<file path="config.mk">
export PLATFORM = sky130hd
export DESIGN_NAME = multi_cycle_main_fsm
export DESIGN_NICKNAME = d
export VERILOG_FILES = /design/src/rtl/multi_cycle_main_fsm.sv
export SDC_FILE = /design/constraint.sdc
export NUM_CORES = 1
export LEC_CHECK = 0
export CORE_MARGIN = 2
export CORE_UTILIZATION = 45
export DETAILED_ROUTE_END_ITERATION = 8
export DONT_BUFFER_PORTS = 1
export PLACE_DENSITY = 0.69
export SLEW_MARGIN = 20
export SYNTH_ARGS = -nofsm -noshare
export SYNTH_HDL_FRONTEND = slang
export SYNTH_SLANG_ARGS = --single-unit
</file>
<file path="constraint.sdc">
create_clock -name clk -period 3.61 [get_ports clk]
set_clock_uncertainty 0.05 [all_clocks]
set_input_delay 0.722 -clock clk [delete_from_list [all_inputs] [get_ports clk]]
set_output_delay 0.722 -clock clk [all_outputs]
set_load 0.005 [all_outputs]
</file>
<file path="src/rtl/multi_cycle_main_fsm.sv">
// Main control FSM of the multi-cycle RV32I core.
// Define MULTI_CYCLE_MAIN_FSM_MEM_WAIT_EN to add the mem_ready handshake.
`timescale 1ns/1ps
module multi_cycle_main_fsm #(
  parameter int CNT_WIDTH    = 32,
  parameter bit TRAP_ILLEGAL = 1'b1
) (
  input  logic                 clk,
  input  logic                 reset,
  input  logic [6:0]           op,
  input  logic                 zero,
`ifdef MULTI_CYCLE_MAIN_FSM_MEM_WAIT_EN
  input  logic                 mem_ready,
`endif
  output logic                 pc_write,
  output logic                 ir_write,
  output logic                 adr_src,
  output logic                 mem_write,
  output logic                 reg_write,
  output logic [1:0]           alu_src_a,
  output logic [1:0]           alu_src_b,
  output logic [1:0]           alu_op,
  output logic [1:0]           result_src,
  output logic [1:0]           imm_src,
  output logic [3:0]           state,
  output logic [CNT_WIDTH-1:0] retired,
  output logic                 error
);

  typedef enum logic [3:0] {
    S_FETCH    = 4'd0,
    S_DECODE   = 4'd1,
    S_MEMADR   = 4'd2,
    S_MEMREAD  = 4'd3,
    S_MEMWB    = 4'd4,
    S_MEMWRITE = 4'd5,
    S_EXECUTER = 4'd6,
    S_EXECUTEI = 4'd7,
    S_ALUWB    = 4'd8,
    S_BEQ      = 4'd9,
    S_JAL      = 4'd10,
    S_ERROR    = 4'd15
  } state_e;

  localparam logic [6:0] OP_LW   = 7'b0000011;
  localparam logic [6:0] OP_SW   = 7'b0100011;
  localparam logic [6:0] OP_R    = 7'b0110011;
  localparam logic [6:0] OP_I    = 7'b0010011;
  localparam logic [6:0] OP_BEQ  = 7'b1100011;
  localparam logic [6:0] OP_JAL  = 7'b1101111;

  state_e               state_q, state_d;
  logic [CNT_WIDTH-1:0] retired_q, retired_d;
  logic                 mem_ok;

`ifdef MULTI_CYCLE_MAIN_FSM_MEM_WAIT_EN
  assign mem_ok = mem_ready;
`else
  assign mem_ok = 1'b1;
`endif

  always_ff @(posedge clk) begin
    if (reset) begin
      state_q   <= S_FETCH;
      retired_q <= '0;
    end else begin
      state_q   <= state_d;
      retired_q <= retired_d;
    end
  end

  always_comb begin
    state_d = state_q;
    case (state_q)
      S_FETCH:    if (mem_ok) state_d = S_DECODE;
      S_DECODE: begin
        case (op)
          OP_LW, OP_SW: state_d = S_MEMADR;
          OP_R:         state_d = S_EXECUTER;
          OP_I:         state_d = S_EXECUTEI;
          OP_BEQ:       state_d = S_BEQ;
          OP_JAL:       state_d = S_JAL;
          default:      state_d = TRAP_ILLEGAL ? S_ERROR : S_FETCH;
        endcase
      end
      S_MEMADR:   state_d = (op == OP_LW) ? S_MEMREAD : S_MEMWRITE;
      S_MEMREAD:  if (mem_ok) state_d = S_MEMWB;
      S_MEMWB:    state_d = S_FETCH;
      S_MEMWRITE: if (mem_ok) state_d = S_FETCH;
      S_EXECUTER: state_d = S_ALUWB;
      S_EXECUTEI: state_d = S_ALUWB;
      S_ALUWB:    state_d = S_FETCH;
      S_BEQ:      state_d = S_FETCH;
      S_JAL:      state_d = S_ALUWB;
      S_ERROR:    state_d = S_ERROR;
      default:    state_d = S_FETCH;
    endcase
  end

  // An instruction retires when control returns to FETCH; a held FETCH is not a return.
  always_comb begin
    retired_d = retired_q;
    if (state_q != S_FETCH && state_d == S_FETCH) begin
      retired_d = retired_q + CNT_WIDTH'(1);
    end
  end

  always_comb begin
    pc_write   = 1'b0;
    ir_write   = 1'b0;
    adr_src    = 1'b0;
    mem_write  = 1'b0;
    reg_write  = 1'b0;
    alu_src_a  = 2'b00;
    alu_src_b  = 2'b00;
    alu_op     = 2'b00;
    result_src = 2'b00;
    error      = 1'b0;
    case (state_q)
      S_FETCH: begin
        ir_write   = mem_ok;
        pc_write   = mem_ok;
        alu_src_b  = 2'b10;
        result_src = 2'b10;
      end
      S_DECODE: begin
        alu_src_a = 2'b01;
        alu_src_b = 2'b01;
      end
      S_MEMADR: begin
        alu_src_a = 2'b10;
        alu_src_b = 2'b01;
      end
      S_MEMREAD:  adr_src = 1'b1;
      S_MEMWB: begin
        result_src = 2'b01;
        reg_write  = 1'b1;
      end
      S_MEMWRITE: begin
        adr_src   = 1'b1;
        mem_write = 1'b1;
      end
      S_EXECUTER: begin
        alu_src_a = 2'b10;
        alu_op    = 2'b10;
      end
      S_EXECUTEI: begin
        alu_src_a = 2'b10;
        alu_src_b = 2'b01;
        alu_op    = 2'b10;
      end
      S_ALUWB:    reg_write = 1'b1;
      S_BEQ: begin
        alu_src_a = 2'b10;
        alu_op    = 2'b01;
        pc_write  = zero;
      end
      S_JAL: begin
        alu_src_a = 2'b01;
        alu_src_b = 2'b10;
        pc_write  = 1'b1;
      end
      S_ERROR:    error = 1'b1;
      default:    ;
    endcase
    if (reset) begin
      pc_write  = 1'b0;
      ir_write  = 1'b0;
      mem_write = 1'b0;
      reg_write = 1'b0;
    end
  end

  always_comb begin
    case (op)
      OP_SW:   imm_src = 2'b01;
      OP_BEQ:  imm_src = 2'b10;
      OP_JAL:  imm_src = 2'b11;
      default: imm_src = 2'b00;
    endcase
  end

  assign state   = state_q;
  assign retired = retired_q;

endmodule

</file>
=== Yosys cells after proc, flatten, opt, wreduce, memory -nomap -nowiden ===
Index checks and enable logic that the tools add are counted.

* Bitwise operators: 0
* Multipliers: 0
* Reduce and logical (&&, ||, !) cells: 13
* Mux-type cells: 18
* $lt $le $gt $ge: 0
* Divide/modulo/power cells: 0
* Add/subtract/negate cells: 1
* Equality and inequality tests: 17
* Shift operators: 0

{| class="wikitable"
|+ Operators with widths
! cell !! number
|-
| $add 32x1->32 const B || 1
|-
| $pmux 4 s6 || 1
|-
| $pmux 4 s5 || 1
|-
| $eq 4x3->1 const B || 4
|-
| $eq 4x4->1 const B || 4
|-
| $pmux 2 s2 || 4
|-
| $eq 7x6->1 const B || 2
|-
| $eq 7x7->1 const B || 2
|-
| $reduce_or 2->1 || 6
|-
| $mux 1 || 9
|-
| $eq 4x2->1 const B || 2
|-
| $logic_not 4->1 || 2
|-
| $eq 7x2->1 const B || 1
|-
| $eq 7x5->1 const B || 1
|-
| $pmux 2 s3 || 1
|-
| $reduce_or 3->1 || 2
|-
| $eq 4x1->1 const B || 1
|-
| $reduce_bool 4->1 || 1
|-
| $reduce_or 4->1 || 1
|-
| $mux 3 || 1
|-
| $pmux 1 s2 || 1
|-
| $logic_and 1x1->1 || 1
|}

* Output and inout bits: 52
* Bits in latches: 0
* Bits in read-only memories: 0
* Logic and storage cells: 51
* Register bits after elaboration: 36
* RAM bits: 0
* Memories kept: 0
* Bits of input ports: 10

=== Logic depth before layout (Yosys ltp) ===
* Word-level depth: 6
* Mapped depth: 7
* Depth with buffers taken out: 6

=== Worst setup path before layout ===
OpenSTA, ideal clock, no wires.

* Path kind: input to output
* From: input port op[3]
* To: output port imm_src[0]
* Stages on the path: 3
* Data arrival time: 1.624 ns
* Slack: 1.214 ns
* Required time: 2.838 ns
* Cells stage by stage: or3_1 or3_1 o2bb2ai_1

* Longest elaborated chain between the ends: 2
* Elaborated cells on any way between the ends: 4
* Those cells by class: eq/ne (3); mux (1)

{| class="wikitable"
|+ Ends and longest elaborated chain
! what !! line !! source
|-
| start, declared || 10 || <nowiki>input logic [6:0] op,</nowiki>
|-
| $eq 7x7->1 / $eq 7x6->1 (equally long branches) || 175 || <nowiki>case (op)</nowiki>
|-
| $pmux 2 s3 * || 175 ||
|-
| end, declared || 24 || <nowiki>output logic [1:0] imm_src,</nowiki>
|}

Every way passes the cells marked *; elsewhere a longest branch is shown, timed or not.

=== Worst setup path in the final report ===
* From: register state_q[1] (netlist: state[1])
* To: register retired_q[31] (netlist: retired[31])

* Longest elaborated chain between the ends: 5
* Elaborated cells on any way between the ends: 13
* Those cells by class: eq/ne (7); mux (1); reduce/logical (5)

{| class="wikitable"
|+ Ends and longest elaborated chain
! what !! line !! source
|-
| start, declared || 52 || <nowiki>state_e state_q, state_d;</nowiki>
|-
| start signal, assigned || 67 || <nowiki>state_q <= state_d;</nowiki>
|-
| $eq 4x3->1 / $eq 4x4->1 (equally long branches) || 74 || <nowiki>case (state_q)</nowiki>
|-
| $reduce_or 3->1 (no line) || n/a ||
|-
| $pmux 4 s6 || 74 ||
|-
| $logic_not 4->1 || 103 || <nowiki>if (state_q != S_FETCH && state_d == S_FETCH) begin</nowiki>
|-
| $logic_and 1x1->1 * || 103 ||
|-
| end signal, assigned || 68 || <nowiki>retired_q <= retired_d;</nowiki>
|-
| end, declared || 53 || <nowiki>logic [CNT_WIDTH-1:0] retired_q, retired_d;</nowiki>
|}

Marked as above.
A chain may end at the register's enable or synchronous reset.

==> run summary <==
Status: completed
Die X: 69.5 um
CTS Buf Count: 5
Synth warn: 0
RSZ-0062 raised after global routing: no
I/O pin cnt: 62
Largest net degree at the start of global routing: 41
Crit path to: retired[31]
Power Density: 441 nW/um2
Mapped Avg Cell Area: 7.96 um2
Layout cells sized above 1: 5.86%
Initial antenna violation count: 0
Initial DRT Pass Iterations: 4
WL/cell: 14.6 um
Root buf cell: clkbuf_8
Async set-reset flop share out of synthesis: 0%
Final non-filler cell total: 289
Psw: 0.000290 W
Area of the multi-input gates: 1130 um2
FMAX: 385 MHz
Measured slew at the worst slew-check pin: 0.810 ns
Vias per cell: 5.69
Max-Cap Viols: 0
Crit Path Class: reg -> reg
Core area: 4060 um2
First-pass GRT wire length: 7.11 mm
Placed Area: 1960 um2
Antenna Diode Count: 0
CTS tree: built
Crit start category: flop
Fill cells: 403
Largest area contributor in the netlist: dfxtp_1
Top FF cell, synth: dfxtp_1
Reg2reg path depth: 5
Critical Path Fanout Max: 24
Setup TNS: 0 ns
Clock tree buffer depth: 2
Final setup fails: 0
Flop2flop setup slack: 1.02 ns
Initial Utilization: 47.6%
Period utilization: 71.9%
1st-iter DRT viols: 44
Tot GR Track Use: 18.0%
Clock power frac: 30.4%
Comb pwr share: 17.5%
Part of the power in registers: 52.1%
Crit path arrival time: 2.77 ns
Clock period minus worst slack: 2.59 ns
Vias in the first global route: 1517
Number of synthesized register bits: 36
Sw Share: 32.3%
Buffers on Ports: 0
H-tree depth: 2
Worst-Skew Late Latency: 0.29 ns
Routability congestion estimate: 0.794
Remaining global-route overflow: 0
Worst vdd ir: 0.170 mV
Final Cell Area: 2040 um2
Die Footprint: 4840 um2
Hold WS: 0.444 ns
Pleak: 0.774 nW
Final hold viol count: 0
Nets: 250
Netlist cell types: 38
Gate count of the mapped netlist: 243
Crit-path max cell delay: 0.85 ns
Sequential Area: 721 um2
Synth area leaders: dfxtp_1 37%, xor2_1 12%, nor2_1 8.3%, nand4_1 5.5%, nand2_1 3.9%
Crit path cell chain: nor4_2 > nor4b_4 > nand4_1 > or3_1 > a21oi_1
Critical R2R Launch: state[1]
Origin of the worst setup path: state[1]
Crit path max-delay cell type: dfxtp_1
# Post-CTS Setup Buffers: 0
# clock sinks: 36
Worst slack, placed: 1.08 ns
Clock-pin slew on the worst setup and hold paths: 0.07 ns
Routed Antenna Nets: 0
Crit end category: flop
Area share of the leading cell type in the synthesized netlist: 37.3%
Final count of pins violating max slew: 0
Worst reg2reg endpoint: retired[31]
Hpwl dp: 2.98 mm
Post-synthesis sequential area ratio: 37.3%
DRC Markers: 0
Routed via count: 1645
Post-Syn Nets: 254
P&R area growth vs syn: 5.37%
# resized after CTS: 0
Post-synth EDFFs: 0
Cts hold-fix bufs: 0
Critical Path RT: 3.79 ns
Worst hold path type: in -> reg
Setup slack after layout: 1.02 ns
Power Internal: 0.000609 W
Drt total wl: 4.22 mm
Dpl cells: 282
Row count: 23
Slew headroom: 45.9%
Post-Synthesis Cell Area: 1930 um2
Die height: 69.5 um
## synth_stat cells, types with 2 or more instances
library cell / count
nor2_1: 43
dfxtp_1: 36
xor2_1: 27
nand2_1: 20
nand4_1: 17
a21oi_1: 10
clkbuf_1: 9
nand3_1: 9
and3_1: 8
inv_1: 7
or3_1: 7
nor3_1: 6
o21ai_0: 6
buf_2: 5
and2_1: 3
and4_1: 3
nor4_1: 3
xnor2_1: 3
a221oi_2: 2
## cells in the final DEF (no fill, tap or decap), types with 2 or more instances in the layout
cell | synthesis | layout
buf_4 | 0 | 3
clkbuf_8 | 0 | 5
o21ai_0 | 6 | 6
a21oi_1 | 10 | 10
and4_1 | 3 | 3
nor2_1 | 43 | 43
xnor2_1 | 3 | 3
and2_1 | 3 | 3
inv_1 | 7 | 7
nand2_1 | 20 | 20
nand4_1 | 17 | 17
nor4_1 | 3 | 3
dfxtp_1 | 36 | 36
or3_1 | 7 | 7
and3_1 | 8 | 8
a221oi_2 | 2 | 2
nor3_1 | 6 | 6
xor2_1 | 27 | 27
nand3_1 | 9 | 9
## final cells by class
cell class,count,share of cell area [%]
clock inverters,1,0.246
flip-flops and latches,36,35.4
clock buffers,6,3.56
repair buffers,3,1.11
well taps,50,3.07
multi-input cells,186,55.3
inverters,7,1.29
## logic make-up after synthesis
logic type                 after synthesis  share of synthesized area, %
xor gates and xnor gates                30                          13.6
adders and majority gates                1                         0.647
DFF                                     36                          37.3
muxes                                    1                         0.518
AOI/OAI and AO/OA                       27                          9.65
buffers and inverters                   21                          4.40
and+or+nand+nor                        127                          33.9
## stage by stage
step | utilization (%) | power (W)
2_1_floorplan | - | 0.000611
3_3_place_gp | 48.3 | 0.000632
3_5_place_dp | 48.3 | 0.000636
4_1_cts | 50.2 | 0.000910
5_1_grt | 50.2 | 0.000951
6_report | 50.2 | 0.000899
## sequential cells by signal, summed over array words and instances, names as in the netlist
| name | count |
|---|---|
| retired | 32 |
| state | 4 |
## worst min path at each step
stage                     slack, ns     endpoint   startpoint  depth (start not counted)
after global routing           0.43  retired[29]        reset                          1
after global placement         0.45  retired[31]  retired[31]                          2
after detailed placement       0.45  retired[31]  retired[31]                          2
final                          0.44  retired[31]        reset                          1
after floorplan                0.42  retired[31]  retired[31]                          2
after CTS                      0.43  retired[25]        reset                          1
## power by group through the flow
stage          combinational [W]  sequential, W  clock (W)
5_1_grt                 0.000180       0.000474   0.000297
2_1_floorplan           0.000172       0.000439          0
3_5_place_dp            0.000158       0.000477          0
3_3_place_gp            0.000156       0.000476          0
6_report                0.000158       0.000468   0.000273
4_1_cts                 0.000159       0.000468   0.000283
## critical path: cells and delay by family (launching register included)
family          cells  cell delay (ns)
compound gates      1             0.14
flops               1             0.85
simple gates        4             1.50
## per-layer routing
metal	wire [um]	GRT usage [%]	vias to the layer above
met5	0	0	-
li1	-	-	841
met2	1860	27.0	50
met4	68	6.97	0
met3	291	8.14	6
met1	2000	22.5	748
(Power assumes the default switching activity.)
